## src/rtl/tuple_pkt_arbiter_pkg.sv

```systemverilog
// Shared widths and FSM encoding for the two-port tuple packet arbiter.
package tarb_pkg;
  localparam int DATA_W  = 256;
  localparam int KEEP_W  = DATA_W / 8;
  localparam int TUPLE_W = 128;

  typedef enum logic [1:0] {
    ST_IDLE = 2'b00,
    ST_XFER = 2'b01
  } state_t;
endpackage

```

## src/rtl/tuple_pkt_arbiter_if.sv

```systemverilog
// AXIS-style bundle: two packet/tuple sources in, one tuple-tagged stream out.
// Handshake: a beat moves on a rising edge where valid and ready are both high;
// valid never depends on ready, and a stalled beat holds its payload until taken.
interface tuple_pkt_arbiter_if;
  import tarb_pkg::*;

  logic               s0_avalid, s1_avalid;
  logic               s0_aready, s1_aready;
  logic [DATA_W-1:0]  s0_adata,  s1_adata;
  logic [KEEP_W-1:0]  s0_akeep,  s1_akeep;
  logic               s0_atlast, s1_atlast;
  logic               s0_tvalid, s1_tvalid;
  logic [TUPLE_W-1:0] s0_tdata,  s1_tdata;
  logic               m_bvalid,  m_bready;
  logic [DATA_W-1:0]  m_bdata;
  logic [KEEP_W-1:0]  m_bkeep;
  logic               m_btlast;
  logic [TUPLE_W-1:0] m_btuser;

  // master: the surrounding system (sources and sink); slave: the arbiter.
  modport master (
    output s0_avalid, s0_adata, s0_akeep, s0_atlast, s0_tvalid, s0_tdata,
    output s1_avalid, s1_adata, s1_akeep, s1_atlast, s1_tvalid, s1_tdata,
    output m_bready,
    input  s0_aready, s1_aready, m_bvalid, m_bdata, m_bkeep, m_btlast, m_btuser
  );
  modport slave (
    input  s0_avalid, s0_adata, s0_akeep, s0_atlast, s0_tvalid, s0_tdata,
    input  s1_avalid, s1_adata, s1_akeep, s1_atlast, s1_tvalid, s1_tdata,
    input  m_bready,
    output s0_aready, s1_aready, m_bvalid, m_bdata, m_bkeep, m_btlast, m_btuser
  );
endinterface

```

## src/rtl/tuple_pkt_arbiter_tuple_slot.sv

```systemverilog
// One-deep tuple holder per source: captures a tuple, flags a pending packet,
// and records a sticky overflow when a tuple arrives while the slot is busy.
module tuple_slot
  import tarb_pkg::*;
(
  input  logic               clk,
  input  logic               rst_n,
  input  logic               tvalid,
  input  logic [TUPLE_W-1:0] tdata,
  input  logic               clr,
  output logic [TUPLE_W-1:0] tuple,
  output logic               pend,
  output logic               ovf
);
  always_ff @(posedge clk or negedge rst_n) begin
    if (!rst_n) begin
      tuple <= '0;
      pend  <= 1'b0;
      ovf   <= 1'b0;
    end else if (tvalid) begin
      // A slot being freed this cycle may take the new tuple without overflow.
      if (!pend || clr) begin
        tuple <= tdata;
        pend  <= 1'b1;
      end else begin
        ovf <= 1'b1;
      end
    end else if (clr) begin
      pend <= 1'b0;
    end
  end
endmodule

```

## src/rtl/tuple_pkt_arbiter.sv

```systemverilog
// Round-robin whole-packet arbiter sharing one tuple-tagged output stream
// between two sources; a packet is only granted once its tuple is held.
module tuple_pkt_arbiter
  import tarb_pkg::*;
#(
  parameter int CNT_W = 32
) (
  input  logic                tarb_aclk,
  input  logic                tarb_arst,
  tuple_pkt_arbiter_if.slave  bus,
  output logic [CNT_W-1:0]    pkt_cnt0,
  output logic [CNT_W-1:0]    pkt_cnt1,
  output logic [1:0]          tup_ovf,
  output logic [1:0]          dbg_state
);
  localparam logic [CNT_W-1:0] CNT_ONE = CNT_W'(1);

  state_t             state;
  logic               grant;
  logic               last_grant;
  logic [1:0]         pend;
  logic [1:0]         req;
  logic [1:0]         clr;
  logic [TUPLE_W-1:0] tuple0, tuple1;
  logic               xfer;
  logic               eop;
  logic               sel_valid;
  logic [DATA_W-1:0]  sel_data;
  logic [KEEP_W-1:0]  sel_keep;
  logic               sel_last;
  logic [TUPLE_W-1:0] sel_tuple;

  tuple_slot u_slot0 (
    .clk(tarb_aclk), .rst_n(tarb_arst), .tvalid(bus.s0_tvalid), .tdata(bus.s0_tdata),
    .clr(clr[0]), .tuple(tuple0), .pend(pend[0]), .ovf(tup_ovf[0])
  );
  tuple_slot u_slot1 (
    .clk(tarb_aclk), .rst_n(tarb_arst), .tvalid(bus.s1_tvalid), .tdata(bus.s1_tdata),
    .clr(clr[1]), .tuple(tuple1), .pend(pend[1]), .ovf(tup_ovf[1])
  );

  assign req       = {bus.s1_avalid & pend[1], bus.s0_avalid & pend[0]};
  assign xfer      = (state == ST_XFER);
  assign dbg_state = state;

  // Output path is a pure mux of the granted source; everything is zero outside XFER.
  always_comb begin
    sel_valid     = 1'b0;
    sel_data      = '0;
    sel_keep      = '0;
    sel_last      = 1'b0;
    sel_tuple     = '0;
    bus.s0_aready = 1'b0;
    bus.s1_aready = 1'b0;
    if (xfer) begin
      if (grant) begin
        sel_valid     = bus.s1_avalid;
        sel_data      = bus.s1_adata;
        sel_keep      = bus.s1_akeep;
        sel_last      = bus.s1_atlast;
        sel_tuple     = tuple1;
        bus.s1_aready = bus.m_bready;
      end else begin
        sel_valid     = bus.s0_avalid;
        sel_data      = bus.s0_adata;
        sel_keep      = bus.s0_akeep;
        sel_last      = bus.s0_atlast;
        sel_tuple     = tuple0;
        bus.s0_aready = bus.m_bready;
      end
    end
  end

  assign bus.m_bvalid = sel_valid;
  assign bus.m_bdata  = sel_data;
  assign bus.m_bkeep  = sel_keep;
  assign bus.m_btlast = sel_last;
  assign bus.m_btuser = sel_tuple;

  assign eop = sel_valid & bus.m_bready & sel_last;
  assign clr = {eop & grant, eop & ~grant};

  always_ff @(posedge tarb_aclk or negedge tarb_arst) begin
    if (!tarb_arst) begin
      state      <= ST_IDLE;
      grant      <= 1'b0;
      last_grant <= 1'b1;
      pkt_cnt0   <= '0;
      pkt_cnt1   <= '0;
    end else begin
      case (state)
        ST_IDLE: begin
          if (|req) begin
            // On a tie the port that did not go last wins.
            grant <= (&req) ? ~last_grant : req[1];
            state <= ST_XFER;
          end
        end
        ST_XFER: begin
          if (eop) begin
            last_grant <= grant;
            if (grant) pkt_cnt1 <= pkt_cnt1 + CNT_ONE;
            else       pkt_cnt0 <= pkt_cnt0 + CNT_ONE;
            state <= ST_IDLE;
          end
        end
        default: state <= ST_IDLE;
      endcase
    end
  end
endmodule

```

## src/flat_wrapper.sv

```systemverilog
// flat-port wrapper written by rule: the top's interface ports become plain ports
module tuple_pkt_arbiter_flat import tarb_pkg::*;
#(
  parameter int CNT_W = 32
)
  (tarb_aclk, tarb_arst, pkt_cnt0, pkt_cnt1, tup_ovf, dbg_state, bus_s0_avalid, bus_s0_adata, bus_s0_akeep, bus_s0_atlast, bus_s0_tvalid, bus_s0_tdata, bus_s1_avalid, bus_s1_adata, bus_s1_akeep, bus_s1_atlast, bus_s1_tvalid, bus_s1_tdata, bus_m_bready, bus_s0_aready, bus_s1_aready, bus_m_bvalid, bus_m_bdata, bus_m_bkeep, bus_m_btlast, bus_m_btuser);
  tuple_pkt_arbiter_if bus_i ();
  input  logic tarb_aclk;
  input  logic tarb_arst;
  output logic [CNT_W-1:0] pkt_cnt0;
  output logic [CNT_W-1:0] pkt_cnt1;
  output logic [1:0] tup_ovf;
  output logic [1:0] dbg_state;
  input wire logic [$bits(bus_i.s0_avalid)-1:0] bus_s0_avalid;
  input wire logic [$bits(bus_i.s0_adata)-1:0] bus_s0_adata;
  input wire logic [$bits(bus_i.s0_akeep)-1:0] bus_s0_akeep;
  input wire logic [$bits(bus_i.s0_atlast)-1:0] bus_s0_atlast;
  input wire logic [$bits(bus_i.s0_tvalid)-1:0] bus_s0_tvalid;
  input wire logic [$bits(bus_i.s0_tdata)-1:0] bus_s0_tdata;
  input wire logic [$bits(bus_i.s1_avalid)-1:0] bus_s1_avalid;
  input wire logic [$bits(bus_i.s1_adata)-1:0] bus_s1_adata;
  input wire logic [$bits(bus_i.s1_akeep)-1:0] bus_s1_akeep;
  input wire logic [$bits(bus_i.s1_atlast)-1:0] bus_s1_atlast;
  input wire logic [$bits(bus_i.s1_tvalid)-1:0] bus_s1_tvalid;
  input wire logic [$bits(bus_i.s1_tdata)-1:0] bus_s1_tdata;
  input wire logic [$bits(bus_i.m_bready)-1:0] bus_m_bready;
  output wire logic [$bits(bus_i.s0_aready)-1:0] bus_s0_aready;
  output wire logic [$bits(bus_i.s1_aready)-1:0] bus_s1_aready;
  output wire logic [$bits(bus_i.m_bvalid)-1:0] bus_m_bvalid;
  output wire logic [$bits(bus_i.m_bdata)-1:0] bus_m_bdata;
  output wire logic [$bits(bus_i.m_bkeep)-1:0] bus_m_bkeep;
  output wire logic [$bits(bus_i.m_btlast)-1:0] bus_m_btlast;
  output wire logic [$bits(bus_i.m_btuser)-1:0] bus_m_btuser;
  assign bus_i.s0_avalid = bus_s0_avalid;
  assign bus_i.s0_adata = bus_s0_adata;
  assign bus_i.s0_akeep = bus_s0_akeep;
  assign bus_i.s0_atlast = bus_s0_atlast;
  assign bus_i.s0_tvalid = bus_s0_tvalid;
  assign bus_i.s0_tdata = bus_s0_tdata;
  assign bus_i.s1_avalid = bus_s1_avalid;
  assign bus_i.s1_adata = bus_s1_adata;
  assign bus_i.s1_akeep = bus_s1_akeep;
  assign bus_i.s1_atlast = bus_s1_atlast;
  assign bus_i.s1_tvalid = bus_s1_tvalid;
  assign bus_i.s1_tdata = bus_s1_tdata;
  assign bus_i.m_bready = bus_m_bready;
  assign bus_s0_aready = bus_i.s0_aready;
  assign bus_s1_aready = bus_i.s1_aready;
  assign bus_m_bvalid = bus_i.m_bvalid;
  assign bus_m_bdata = bus_i.m_bdata;
  assign bus_m_bkeep = bus_i.m_bkeep;
  assign bus_m_btlast = bus_i.m_btlast;
  assign bus_m_btuser = bus_i.m_btuser;
  tuple_pkt_arbiter #(.CNT_W(CNT_W)) u_core (.tarb_aclk(tarb_aclk), .tarb_arst(tarb_arst), .bus(bus_i), .pkt_cnt0(pkt_cnt0), .pkt_cnt1(pkt_cnt1), .tup_ovf(tup_ovf), .dbg_state(dbg_state));
endmodule
```

## config.mk

```make
export PLATFORM = sky130hd
export DESIGN_NAME = tuple_pkt_arbiter_flat
export DESIGN_NICKNAME = d
export VERILOG_FILES = /design/src/rtl/tuple_pkt_arbiter_pkg.sv /design/src/rtl/tuple_pkt_arbiter_if.sv /design/src/rtl/tuple_pkt_arbiter_tuple_slot.sv /design/src/rtl/tuple_pkt_arbiter.sv /design/src/flat_wrapper.sv
export SDC_FILE = /design/constraint.sdc
export NUM_CORES = 1
export LEC_CHECK = 0
export ABC_AREA = 0
export BUFFER_PORTS_ARGS = -buffer_cell sky130_fd_sc_hd__buf_4
export CAP_MARGIN = 10
export CELL_PAD_IN_SITES_DETAIL_PLACEMENT = 1
export CELL_PAD_IN_SITES_GLOBAL_PLACEMENT = 1
export CORE_AREA = 8 8 516 518
export CTS_CLUSTER_DIAMETER = 80
export DETAILED_ROUTE_END_ITERATION = 10
export DIE_AREA = 0 0 524 526
export PLACE_DENSITY = 0.41
export SYNTH_ARGS = -nofsm -noshare
export SYNTH_HDL_FRONTEND = slang
export SYNTH_SLANG_ARGS = --single-unit
```

## constraint.sdc

```tcl
create_clock -name tarb_aclk -period 2.6 [get_ports tarb_aclk]
set_input_delay 0.26 -clock tarb_aclk [delete_from_list [all_inputs] [get_ports tarb_aclk]]
set_output_delay 0.26 -clock tarb_aclk [all_outputs]
set_load 0.02 [all_outputs]
```

## Word level (Yosys, flattened, before mapping)

Index checks and enable logic that the tools add are counted.

- Muxes and demuxes: 24
- Equality and inequality tests: 5
- Add/sub/neg operators: 2
- Bitwise gates (word level): 10
- Reduce and logical (&&, ||, !) cells: 20
- $lt $le $gt $ge: 0
- Div/mod/pow operators: 0
- Shift-type cells: 0
- Multiply operators: 0

Operators by type and width:

| operator | count |
|---|---|
| $mux W256 | 2 |
| $mux W128 | 2 |
| $add A32 B1 Y32 const B | 2 |
| $mux W32 | 2 |
| $reduce_and A2 Y1 | 10 |
| $mux W1 | 15 |
| $and A1 B1 Y1 | 6 |
| $ne A2 B1 Y1 const B | 3 |
| $reduce_and A3 Y1 | 2 |
| $mux W2 | 2 |
| $not A1 Y1 | 4 |
| $pmux W2 S2 | 1 |
| $reduce_bool A2 Y1 | 2 |
| $eq A2 B1 Y1 const B | 1 |
| $logic_not A1 Y1 | 2 |
| $logic_not A2 Y1 | 1 |
| $logic_or A1 B1 Y1 | 2 |
| $ne A2 B2 Y1 const B | 1 |
| $reduce_or A2 Y1 | 1 |

- Bits of input ports: 841
- Output and inout bits: 488
- Logic and storage cells: 72
- Flip-flop bits (word level): 328
- Memory bits (writable): 0
- Bits in read-only memories: 0
- Bits in latches: 0
- Memories kept: 0

## Logic depth before layout (Yosys ltp)

- Depth after elaboration: 8
- Mapped depth: 9
- Mapped depth without buffers: 5

## Modules after synthesis

A second synthesis with hierarchy kept.

- Cell total of the unflattened synthesis: 1,771
- Area, all modules: 20,891.3 sq um

Modules (own cells, without submodules):

| module | area each (sq um) | instances | seq. area each (sq um) | cells an instance |
|---|---|---|---|---|
| tuple_slot | 5,273.8 | 2 | 3,253.1 | 277 |
| tuple_pkt_arbiter | 10,343.7 | 1 | 1,677.9 | 1,217 |

## Least setup slack after synthesis

OpenSTA, ideal clock, no wires.

- Path kind: register -> register
- Start: reg u_core.state[0], in the netlist u_core.dbg_state[0]
- End: reg u_core.u_slot0.tuple[107]
- Arrival time: 1.664 ns
- Buffers on the path: 3
- Period minus slack after synthesis: 1.791 ns
- Required time: 2.472 ns
- Cell stages (with the launch flop): 9
- Setup slack: 0.809 ns
- Library setup time: 0.128 ns
- Path through: dfrtp_1 buf_2 and2_1 nand3_1 nand2_1 nand2_1 buf_2 buf_4 mux2_1

- Cells in the longest elaborated chain, start to end: 7
- Elaborated cells on any way between the ends: 8
- Classes of those cells: 1 x eq/ne; 2 x mux; 3 x bitwise; 2 x reduce/logical

RTL lines:

| what | line | source |
|---|---|---|
| start: declaration | tuple_pkt_arbiter.sv:18 | `state_t state;` |
| start signal: assignment | tuple_pkt_arbiter.sv:85 | `state <= ST_IDLE;` |
| start signal: assignment | tuple_pkt_arbiter.sv:96 | `state <= ST_XFER;` |
| start signal: assignment | tuple_pkt_arbiter.sv:104 | `state <= ST_IDLE;` |
| $eq A2 B1 Y1 * | tuple_pkt_arbiter.sv:43 | `assign xfer = (state == ST_XFER);` |
| $mux W1 | tuple_pkt_arbiter.sv:55 | `if (xfer) begin` |
| $and A1 B1 Y1 | tuple_pkt_arbiter.sv:80 | `assign eop = sel_valid & bus.m_bready & sel_last;` |
| $and A1 B1 Y1 * | tuple_pkt_arbiter.sv:80 |  |
| $and A1 B1 Y1 * | tuple_pkt_arbiter.sv:81 | `assign clr = {eop & grant, eop & ~grant};` |
| $logic_or A1 B1 Y1 * | tuple_pkt_arbiter_tuple_slot.sv:22 | `if (!pend \|\| clr) begin` |
| $reduce_and A2 Y1 (no source line) * | - |  |
| end signal: assignment | tuple_pkt_arbiter_tuple_slot.sv:23 | `tuple <= tdata;` |
| end: declaration | tuple_pkt_arbiter_tuple_slot.sv:11 | `output logic [TUPLE_W-1:0] tuple,` |

Every way passes the cells marked *; elsewhere a longest branch is shown, timed or not.
A chain may end at the register's enable or synchronous reset.

## Final worst setup path

- Start: reg u_core.state[0], in the netlist u_core.dbg_state[0]
- End: out bus_m_btuser[21]

- Cells in the longest elaborated chain, start to end: 2

RTL lines:

| what | line | source |
|---|---|---|
| $eq A2 B1 Y1 | tuple_pkt_arbiter.sv:43 |  |
| $mux W128 | tuple_pkt_arbiter.sv:55 |  |
| end: declaration | flat_wrapper.sv:33 | `output wire logic [$bits(bus_i.m_btuser)-1:0] bus_m_btuser;` |

Every way passes these cells.

==> reports/metrics.cfg <==
[status]
status=finished, violations left
failed_checks=negative setup slack

[layout]
final_nets=4277
fin_util_pct=16.23
n_fill_cell=29800
stdcell_count=6903
area_delta_synth_final_pct=105.2
drive_gt1_share_pct=53.36

[global_route]
grt_max_degree=116
antenna_found_initial=133
grt_usage_pct=13.96
grt_pass1_wl_um=256200
overflow=0
first_global_vias=23600

[power_and_ir_drop]
power.density_mw_per_mm2=1091
ir_worst_vdd_mv=0.6182
clkPwrFrac_pct=13.8
p_total_w=0.04571
p_switching_w=0.02025
p_leak_nw=19.27
sw_frac_of_total_pct=44.30
p_int_w=0.02546
combPwrFrac_pct=67.0
power_frac_seq_pct=19.2

[logic_synthesis]
synth_edf_count=0
yosysWarnings=0
netlist_instances=1764
synth_ff_type=dfrtp_1
synth_top_area_share_pct=39.96
syn_area_mm2=0.02042
synthArstFlopShare_pct=100.0
synthTopCellsByArea=dfrtp_1 40%, mux2i_1 20%, nor2b_1 13%, mux2_4 8.8%, mux2_1 6.6%
synth.most_common_cell=nor2b_1
syn_nets=2607
synth_area_per_cell_um2=11.57
synth_cell_types=36
yosysSeqAreaShare_pct=40.09
yosysTopAreaCell=dfrtp_1
synth_common_cells=421 x nor2b_1, 417 x mux2i_1, 326 x dfrtp_1
ys_seq_elements=327

[worst_setup_path]
crit_path_frequent_cell=buf_4
worstPathCellList=buf_16, nor2b_1, buf_4, buf_4
path_max_fanout=115
critPathTopFamily=flip-flops
critPathArrivalTime_ns=2.39
endpoint_kind=primary output
crit_slowest_cell=dfrtp_4
cp.buffers_inverters=3
required_ns=2.34
critical-path-max-stage-delay_ns=0.53
critPathLaunchType=register
path_class=reg -> out

[floorplan]
die_w_um=524
pin_count=1329
core_mm2=0.2581
core.rowCount=187
start_util_pct=7.911
dieHeight_um=526
dieArea_mm2=0.2756

[sta]
tightest_slew_ns=0.9259
finalHoldWorstSlack_ns=0.1517
rsz0062_at_grt=true
hold_viol=0
period_share_pct=101.9
finalMaxSlewViolations=0
period_minus_slack_ns=2.650
fmax_ghz=0.3773
worst_slack_ns=-0.05019
worst_clock_skew_ns=0.02719
max_slew_margin_pct=38.28
setup_viol=1

[clocking]
insertion_delay_ns=0.62
cts_root_buf=clkbuf_16
path_clk_slew_ns=0.05
clock-sinks=327
cts_tree=yes
htreeDepth=2
clockBufferDepth=3
cts_inserted_buffers=45

[hold_path]
worstHoldPathType=in -> reg

[placed_design]
dpl.cell_count=6463
dp_hpwl_um=172500
dp_slack_ns=-0.2089
io_buffers=1327
place.gp.congestion=0.9201

[drt]
via_per_inst=3.103
firstDrtPassIters=5
routed_wl_um=205200
wire_per_inst_um=29.73
drc=0
ant_nets=0
drt_iter0_markers=789
dr_total_vias=21420

[run]
cap_viol_max_count=0

## cells in the final DEF, fill, tap and decap left out, types with 5 or more instances in the layout
cell | synthesis | routed
nand3_1 | 25 | 24
diode_2 | 0 | 34
xor2_1 | 15 | 15
clkbuf_1 | 54 | 7
and4_1 | 5 | 5
mux2i_2 | 0 | 40
inv_1 | 6 | 6
buf_12 | 0 | 30
mux2i_4 | 0 | 66
nor2b_4 | 0 | 9
dfrtp_1 | 326 | 324
buf_16 | 0 | 30
and3_1 | 14 | 13
clkbuf_8 | 0 | 6
mux2_1 | 120 | 120
nor2b_2 | 0 | 19
and2_1 | 6 | 6
nor2b_1 | 421 | 393
nand2_1 | 43 | 41
mux2_2 | 16 | 16
clkbuf_16 | 0 | 57
clkinv_2 | 0 | 11
nor2_1 | 14 | 14
buf_6 | 13 | 37
mux2_4 | 120 | 120
dlygate4sd3_1 | 0 | 262
buf_4 | 8 | 1375
xnor2_1 | 47 | 47
mux2i_1 | 417 | 311
nand4_1 | 11 | 11
## final cells by class
class,instances,area (um^2),share of cell area (%)
repair buffers,1751,15200,36.28
multi-input cells,1303,12660,30.22
flip-flops and latches,327,8192,19.56
well taps,3402,4257,10.16
clock buffers,57,1221,2.915
clock inverters,23,254.0,0.6064
diodes,34,85.08,0.2031
inverters,6,22.52,0.05377
## cells by family after synthesis
logic type | Yosys count | share of synthesized area (%)
AO/OA/AOI/OAI | 7 | 0.2452
XOR/XNOR | 62 | 2.660
adder cells (fa/ha/maj) | 2 | 0.1226
buffers and inverters | 134 | 3.414
flip-flops | 327 | 40.09
multiplexers | 673 | 36.77
other | 1 | 0.01837
AND/OR/NAND/NOR | 558 | 16.68
## routing by layer
layer  track usage (%)  wire length, um  vias up
li1                  -                -     9454
met1             16.76            83740    10610
met2             24.74           100300     1041
met3             3.866            14920      278
met4             2.969             6046       36
met5                 0              224        -
## registers in the layout, summed over array words and instances (netlist names), 32 cells and up
register              flops
u_core.pkt_cnt0          32
u_core.pkt_cnt1          32
u_core.u_slot0.tuple    128
u_core.u_slot1.tuple    128
## per-stage QoR
step	instance area (um^2)	setup TNS, ns
2_1_floorplan	20420	0
3_3_place_gp	34980	-0.5681
3_5_place_dp	34980	-0.6324
4_1_cts	41110	-8.392
5_1_grt	41870	-5.388
6_report	41890	-0.05019
## tightest hold or removal path: stages
cell and delay [ns]:
buf_4 0.14, nand3_1 0.11, buf_4 0.14, xnor2_1 0.05
## path summary, 6_finish.rpt
path	startpoint	endpoint	slack, ns	depth (start not counted)
worst max-delay path	u_core.dbg_state[0]$_DFFE_PN0P_	bus_m_btuser[21]	-0.05	4
worst min-delay path	bus_s0_atlast	u_core.pkt_cnt0[0]$_DFFE_PN0P_	0.15	4
worst max register to register	u_core.grant$_DFFE_PN0P_	u_core.u_slot1.tuple[123]$_DFFE_PN0P_	0.09	8
worst min register to register	u_core.last_grant$_DFFE_PN1P_	u_core.last_grant$_DFFE_PN1P_	0.46	2
max in group asynchronous	tarb_arst	u_core.u_slot1.tuple[56]$_DFFE_PN0P_	1.47	4
min in group asynchronous	tarb_arst	u_core.u_slot1.tuple[37]$_DFFE_PN0P_	0.18	2
## power by group through the flow
stage	clock network (W)	registers, W	logic (W)
4_1_cts	0.00664	0.00874	0.0301
2_1_floorplan	0	0.00810	0.0137
3_5_place_dp	0	0.00875	0.0258
6_report	0.00633	0.00876	0.0306
3_3_place_gp	0	0.00873	0.0257
5_1_grt	0.00681	0.00903	0.0324
## timing repair
item                                    CTS  global route
pin swaps                                 0             3
gates resized for setup                 249            82
cloned                                   19            12
setup buffers                            30            13
hold endpoints to repair                324             0
endpoints found under the setup margin  367           231
hold buffers                            262             0
No activity file was read; power rests on OpenSTA's default activity.
